## config.mk

```make
export PLATFORM = sky130hd
export DESIGN_NAME = fetch_stage
export DESIGN_NICKNAME = d
export VERILOG_FILES = /design/src/rtl/cpu_pkg.sv /design/src/rtl/fetch_stage_if_id_reg.sv /design/src/rtl/fetch_stage.sv
export SDC_FILE = /design/constraint.sdc
export NUM_CORES = 1
export LEC_CHECK = 0
export ABC_AREA = 0
export CAP_MARGIN = 40
export CORE_UTILIZATION = 47
export CTS_BUF_LIST = sky130_fd_sc_hd__clkbuf_2 sky130_fd_sc_hd__clkbuf_4 sky130_fd_sc_hd__clkbuf_8
export DETAILED_ROUTE_END_ITERATION = 10
export HOLD_SLACK_MARGIN = 0.1
export PLACE_DENSITY = 0.9
export SYNTH_ARGS = -nofsm -noshare
export SYNTH_HDL_FRONTEND = slang
export SYNTH_SLANG_ARGS = --single-unit
```

## constraint.sdc

```tcl
create_clock -name clk -period 1.9 [get_ports clk]
set_input_delay 0.19 -clock clk [delete_from_list [all_inputs] [get_ports clk]]
set_output_delay 0.19 -clock clk [all_outputs]
set_load 0.05 [all_outputs]
```

## src/rtl/cpu_pkg.sv

```systemverilog
// Shared definitions for the 16-bit pipelined CPU: widths, the bubble
// encoding, opcode constants and the IF/ID pipeline record.
package cpu_pkg;

    localparam int PC_W    = 12;
    localparam int INSTR_W = 16;
    localparam int CNT_W   = 16;

    // Bubble: ADDI r8 = r8 + 0; r8 is never used by programs.
    localparam logic [INSTR_W-1:0] NOP_INSTR = 16'h6808;

    localparam logic [3:0] OP_LDA  = 4'b0000;
    localparam logic [3:0] OP_STA  = 4'b0001;
    localparam logic [3:0] OP_ADD  = 4'b0010;
    localparam logic [3:0] OP_ADDI = 4'b0110;
    localparam logic [3:0] OP_SUBI = 4'b0111;
    localparam logic [3:0] OP_BNE  = 4'b1001;

    typedef struct packed {
        logic [INSTR_W-1:0] instruction;
        logic [PC_W-1:0]    pc;
        logic [PC_W-1:0]    pc_plus1;
        logic               valid;
    } ifid_t;

endpackage

```

## src/rtl/fetch_stage_if_id_reg.sv

```systemverilog
// IF/ID pipeline register. flush inserts a bubble while keeping the
// previous pc fields; hold freezes every field; otherwise it loads d.
module if_id_reg
    import cpu_pkg::*;
(
    input  logic  clk,
    input  logic  reset,
    input  logic  hold,
    input  logic  flush,
    input  ifid_t d,
    output ifid_t q
);

    ifid_t q_r;
    ifid_t next_s;

    // Select the next register contents; flush outranks hold.
    always_comb begin
        next_s = q_r;
        if (flush) begin
            next_s.instruction = NOP_INSTR;
            next_s.valid       = 1'b0;
        end else if (hold) begin
            next_s = q_r;
        end else begin
            next_s = d;
        end
    end

    // Register update with synchronous reset to a bubble at address 0.
    always_ff @(posedge clk) begin
        if (reset) begin
            q_r.instruction <= NOP_INSTR;
            q_r.pc          <= 12'd0;
            q_r.pc_plus1    <= 12'd1;
            q_r.valid       <= 1'b0;
        end else begin
            q_r <= next_s;
        end
    end

    assign q = q_r;

endmodule

```

## src/rtl/fetch_stage.sv

```systemverilog
// IF stage: owns the program counter, captures the instruction word read
// combinationally from memory into IF/ID, and applies stall / redirect.
// PCAdd_pc comes straight from the PC register so stall/redirect never
// reach the memory address combinationally.
module fetch_stage
    import cpu_pkg::*;
(
    input  logic               clk,
    input  logic               reset,
    input  logic               stall,
    input  logic               redirect,
    input  logic [PC_W-1:0]    redirect_pc,
    output logic [PC_W-1:0]    PCAdd_pc,
    input  logic [INSTR_W-1:0] M_instruction,
    output logic [INSTR_W-1:0] IFID_instruction,
    output logic [PC_W-1:0]    IFID_pc,
    output logic [PC_W-1:0]    IFID_pc_plus1,
    output logic               IFID_valid,
    output logic [CNT_W-1:0]   fetch_count
);

    localparam logic [CNT_W-1:0] CNT_MAX = {CNT_W{1'b1}};

    logic [PC_W-1:0]  pc_r;
    logic [PC_W-1:0]  pc_next_s;
    logic [PC_W-1:0]  pc_plus1_s;
    logic [CNT_W-1:0] fetch_count_r;
    logic [CNT_W-1:0] count_next_s;
    logic             hold_s;
    logic             load_s;
    ifid_t            ifid_d_s;
    ifid_t            ifid_q_s;

    // Decode the edge action: redirect outranks stall.
    always_comb begin
        pc_plus1_s = pc_r + 12'd1;
        hold_s     = 1'b0;
        load_s     = 1'b0;
        pc_next_s  = pc_r;
        if (redirect) begin
            pc_next_s = redirect_pc;
        end else if (stall) begin
            hold_s    = 1'b1;
            pc_next_s = pc_r;
        end else begin
            load_s    = 1'b1;
            pc_next_s = pc_plus1_s;
        end
    end

    // Saturating count of real instructions latched into IF/ID.
    always_comb begin
        count_next_s = fetch_count_r;
        if (load_s && (fetch_count_r != CNT_MAX)) begin
            count_next_s = fetch_count_r + 16'd1;
        end else begin
            count_next_s = fetch_count_r;
        end
    end

    // Record presented to IF/ID on a normal fetch.
    always_comb begin
        ifid_d_s.instruction = M_instruction;
        ifid_d_s.pc          = pc_r;
        ifid_d_s.pc_plus1    = pc_plus1_s;
        ifid_d_s.valid       = 1'b1;
    end

    // PC and counter registers; reset overrides any redirect or stall.
    always_ff @(posedge clk) begin
        if (reset) begin
            pc_r          <= 12'd0;
            fetch_count_r <= 16'd0;
        end else begin
            pc_r          <= pc_next_s;
            fetch_count_r <= count_next_s;
        end
    end

    if_id_reg u_if_id_reg (
        .clk   (clk),
        .reset (reset),
        .hold  (hold_s),
        .flush (redirect),
        .d     (ifid_d_s),
        .q     (ifid_q_s)
    );

    assign PCAdd_pc         = pc_r;
    assign fetch_count      = fetch_count_r;
    assign IFID_instruction = ifid_q_s.instruction;
    assign IFID_pc          = ifid_q_s.pc;
    assign IFID_pc_plus1    = ifid_q_s.pc_plus1;
    assign IFID_valid       = ifid_q_s.valid;

endmodule

```

After elaboration in Yosys (flattened, before gate mapping):

Cells that the tools add are included.

* add/subtract/negate cells: 2
* multipliers: 0
* divide/modulo/power cells: 0
* order comparisons: 0
* equality and inequality tests: 2
* shift operators: 0
* multiplexer cells: 6
* bitwise operators: 2
* reduce and logical (&&, ||, !) cells: 3

Operators with widths (count)
* 2-to-1 mux 12 bit: 2
* adder 16 x 1 -> 16 bit (second input constant): 1
* inequality test 16 bit (second input constant): 1
* adder 12 x 1 -> 12 bit (second input constant): 1
* 2-to-1 mux 1 bit: 4
* inequality test 2 x 1 -> 1 bit (second input constant): 1
* NOT 1 bit: 2
* AND reduction 2 bit: 1
* OR reduction 2 bit: 1
* logical AND 1 bit: 1

* register bits: 69
* bits in latches: 0
* RAM bits: 0
* memory bits (read-only): 0
* input port bits: 32
* output and inout port bits: 69
* logic and storage cells: 21
* memories: 0

Logic depth before layout (Yosys ltp):

* word-level depth: 4
* mapped depth: 6
* gate-level depth less buffers: 5

Cells and area by module:

From an unflattened synthesis, not the netlist that was laid out.

* cells, all modules: 369
* area total of the unflattened synthesis: 3278.1 um^2

Modules (own cells, without submodules)
* fetch_stage: times used 1, cells an instance 204, area each 1666.6 um^2, seq. area each 560.5 um^2
* if_id_reg: times used 1, cells an instance 165, area each 1611.5 um^2, seq. area each 820.8 um^2

Least setup slack after synthesis:

No wires, ideal clock.

* path type: register -> register
* from: reg pc_r[4], in the netlist PCAdd_pc[4]
* to: reg pc_r[11], in the netlist PCAdd_pc[11]
* library setup time: 0.122 ns
* arrival time: 1.985 ns
* required time: 1.778 ns
* slack: -0.207 ns
* stages on the path, launching flop included: 6
* path buffers: 1
* period minus slack after synthesis: 2.107 ns
* cells stage by stage: dfxtp_1 -> clkbuf_2 -> nand4_4 -> or4_4 -> o21a_1 -> o311a_1

* longest elaborated chain between the ends: 3

RTL lines
* from (decl): line fetch_stage.sv:24 `logic [PC_W-1:0] pc_r;`
* from (signal assigned): line fetch_stage.sv:75 `pc_r <= pc_next_s;`
* adder 12 x 1 -> 12 bit: line fetch_stage.sv:36 `pc_plus1_s = pc_r + 12'd1;`
* 2-to-1 mux 12 bit: line fetch_stage.sv:42 `end else if (stall) begin`
* 2-to-1 mux 12 bit: line fetch_stage.sv:40 `if (redirect) begin`

Every way passes these cells. The select of a mux whose other input is x is not followed.
A chain may end at the register's enable or synchronous reset.

Worst setup path in the final report:

* from: reg fetch_count_r[6], in the netlist fetch_count[6]
* to: out fetch_count[6]

RTL lines
* from (decl): line fetch_stage.sv:27 `logic [CNT_W-1:0] fetch_count_r;`
* from (signal assigned): line fetch_stage.sv:76 `fetch_count_r <= count_next_s;`
* to (decl): line fetch_stage.sv:19 `output logic [CNT_W-1:0] fetch_count`

No word-level cell between the ends.

==> run metrics <==
Iter 0 DRT Violations=roughly 270; drt via density=~5.7; critical path cell sequence=clkdlybuf4s50_1; post-synth top area share=0.456; clock-pin slew on the worst setup and hold paths=about 0.070 ns; Critical Path RT=1.71 ns; Yosys cell types=37; clk sink count=69; antenna violations before repair=0; HP Class=input pin to flip-flop; Fillers=roughly 430; number of global-route vias before repair=2885; worst-path maximum fanout=8; crit-path leading delay family=buffers and inverters; pre-CTS setup slack=~0.036 ns; Synth Flop Type=dfxtp_1; Pleak=between 1.5 and 2 nW; area of the multi-input gates=around 1500 sq um; post-layout instance area=around 4400 sq um; area grow syn2layout=46.9%; CP Capture Type=output pin; First-pass DRT Iterations=5; CORE AREA=6060 sq um; startpoint types=flip-flop; CTS Root Buffer Type=clkbuf_8; Syn Inst Count=350; Max rail drop VDD=approximately 560 uV; H-Tree Level Count=3; WP depth=1; WHS Path Cells=3; first-pass GRT wire length=roughly 14000 um; Tot GR Track Use=0.268; status=complete, no violations; Final nets=around 500; DIE WIDTH=82.3 um; die height=roughly 82 um; worst path bufs/invs=1; relative slew slack=0.647; top-count cell post-synth=dfxtp_1; top post-synthesis cells by count=69 x dfxtp_1, 48 x nand2_1, 37 x a21oi_1, 29 x nor2_1, 21 x mux2i_1; syn_nets=approximately 380; Max Clk Rate=about 540 MHz; share of cells above drive strength 1=0.139; Synth warnings=0; post-synth top area cell=dfxtp_1; Final HPWL DP=6040 um; num rows=28; Post-DRT Antenna Nets=0; CTS tree=built; Starting Density=0.500; Syn Std Cell Area=approximately 3000 sq um; Worst path max stage delay=0.86 ns; die area=roughly 6800 sq um; Max Clock Skew=roughly 0.008 ns; CP Class=flip-flop to output pin; mean area per synthesized cell=8.65 sq um; Post-route DRC=0; setup TNS=0 ns; final clock period utilization by the worst path=0.981; CTS Buf Count=9; Final WS setup=0.0352 ns; max-slew violation count=0; final cell utilization of the core=0.734; Inserted Diodes=0; Post-DP Area=4220 sq um; Clk Latency, worst-skew pair=between 0.3 and 0.4 ns; Port Buffers=100; fraction of registers with async set/reset=0; endpoints failing hold=0; EDFF count, synth=0; P per Cell Area=749 nW/um^2; WL/cell=approximately 16 um; Synth area leaders=dfxtp_1 46%, mux2i_1 6.9%, a21oi_1 6.1%; pin count of the biggest net entering global routing=29; Via Count=roughly 3100; Final Power=roughly 3.3 mW; Yosys reg bits=69; fin crit period=approximately 1.9 ns; number of primary I/O pins=just over 100; worst reg2reg path depth=5; Post-Route WL=a little under 9000 um; Max Root-Sink Buffers=2; slowest CP cell=clkdlybuf4s50_1; GRT overflow=0; Slew @ Worst Pin=around 0.53 ns; maxcap violations=0; Seq. cell area=between 1000 and 1500 sq um; Final GP Congestion=0.816; Seq/Total Area, Yosys=0.456; endpoints failing setup=0; WP data arrival=between 1.5 and 2 ns
==> path summary, 6_finish.rpt <==
| check | end | startpoint | slack [ns] |
|---|---|---|---|
| max | fetch_count[6] | fetch_count[6] | 0.04 |
| min | PCAdd_pc[3] | redirect_pc[3] | 0.40 |
| max reg2reg | PCAdd_pc[8] | PCAdd_pc[0] | 0.12 |
| min reg2reg | u_if_id_reg.q[0] | u_if_id_reg.q[0] | 0.46 |
==> flip-flops by register name, summed over array words and instances (netlist names) <==
register,count
PCAdd_pc,12
fetch_count,16
u_if_id_reg.q,41
==> cell families after synthesis <==
logic type | synth area share
simple gates | 0.219
compound gates | 0.165
flops | 0.456
buf+inv | 0.0413
mux | 0.0694
xor+xnor | 0.0405
fa+ha+maj | 0.00826
==> layer usage <==
| metal | wire, um | vias up | GRT usage |
|---|---|---|---|
| met5 | 0 | - | 0 |
| met4 | 124 | 0 | 0.121 |
| met3 | 511 | 12 | 0.0659 |
| met2 | 4520 | 120 | 0.440 |
| met1 | 3630 | 1516 | 0.329 |
| li1 | - | 1475 | - |
==> power by group <==
group          switching, mW  internal (mW)
combinational          0.347          0.232
clock                  0.559          0.637
sequential            0.0539           1.50
total                  0.960           2.37
==> metrics by stage <==
step           instances  hold slack (ns)
4_1_cts              542            0.399
5_1_grt              544            0.414
3_5_place_dp         526            0.447
2_1_floorplan        350            0.315
6_report             544            0.399
3_3_place_gp         526            0.434
==> area by class of cell <==
class | count | share of cell area
clock buffer | 11 | 0.0312
timing repair buffer | 124 | 0.266
clock inverter | 5 | 0.0138
sequential | 69 | 0.314
tap | 75 | 0.0211
inverter | 10 | 0.00844
multi-input combinational | 250 | 0.346
==> layout by cell type (no fill, tap or decap), types with 4 or more instances in the layout <==
master / Yosys / layout
o21ai_0: 16 / 16
o41ai_1: 4 / 4
nand4_1: 7 / 7
clkbuf_8: 0 / 9
or3_1: 8 / 8
o311ai_0: 4 / 4
o21a_1: 5 / 5
nor2_1: 29 / 29
or4_1: 5 / 5
o31ai_1: 6 / 5
dfxtp_1: 69 / 57
xor2_1: 6 / 6
dfxtp_2: 0 / 12
a21oi_1: 37 / 37
buf_4: 0 / 24
clkdlybuf4s50_1: 0 / 99
nand3_1: 8 / 8
nor3_1: 6 / 6
xnor2_1: 8 / 8
inv_1: 10 / 10
nand2_1: 48 / 48
mux2i_1: 21 / 21
==> repair_timing <==
action                                 4_1_cts  5_1_grt
gates resized for setup                      0        3
endpoints found under the hold margin        0        0
setup buffers                                0        2
setup endpoints to repair                    0        3
hold buffers                                 0        0
Note: power is estimated with default switching activity, not from simulation.
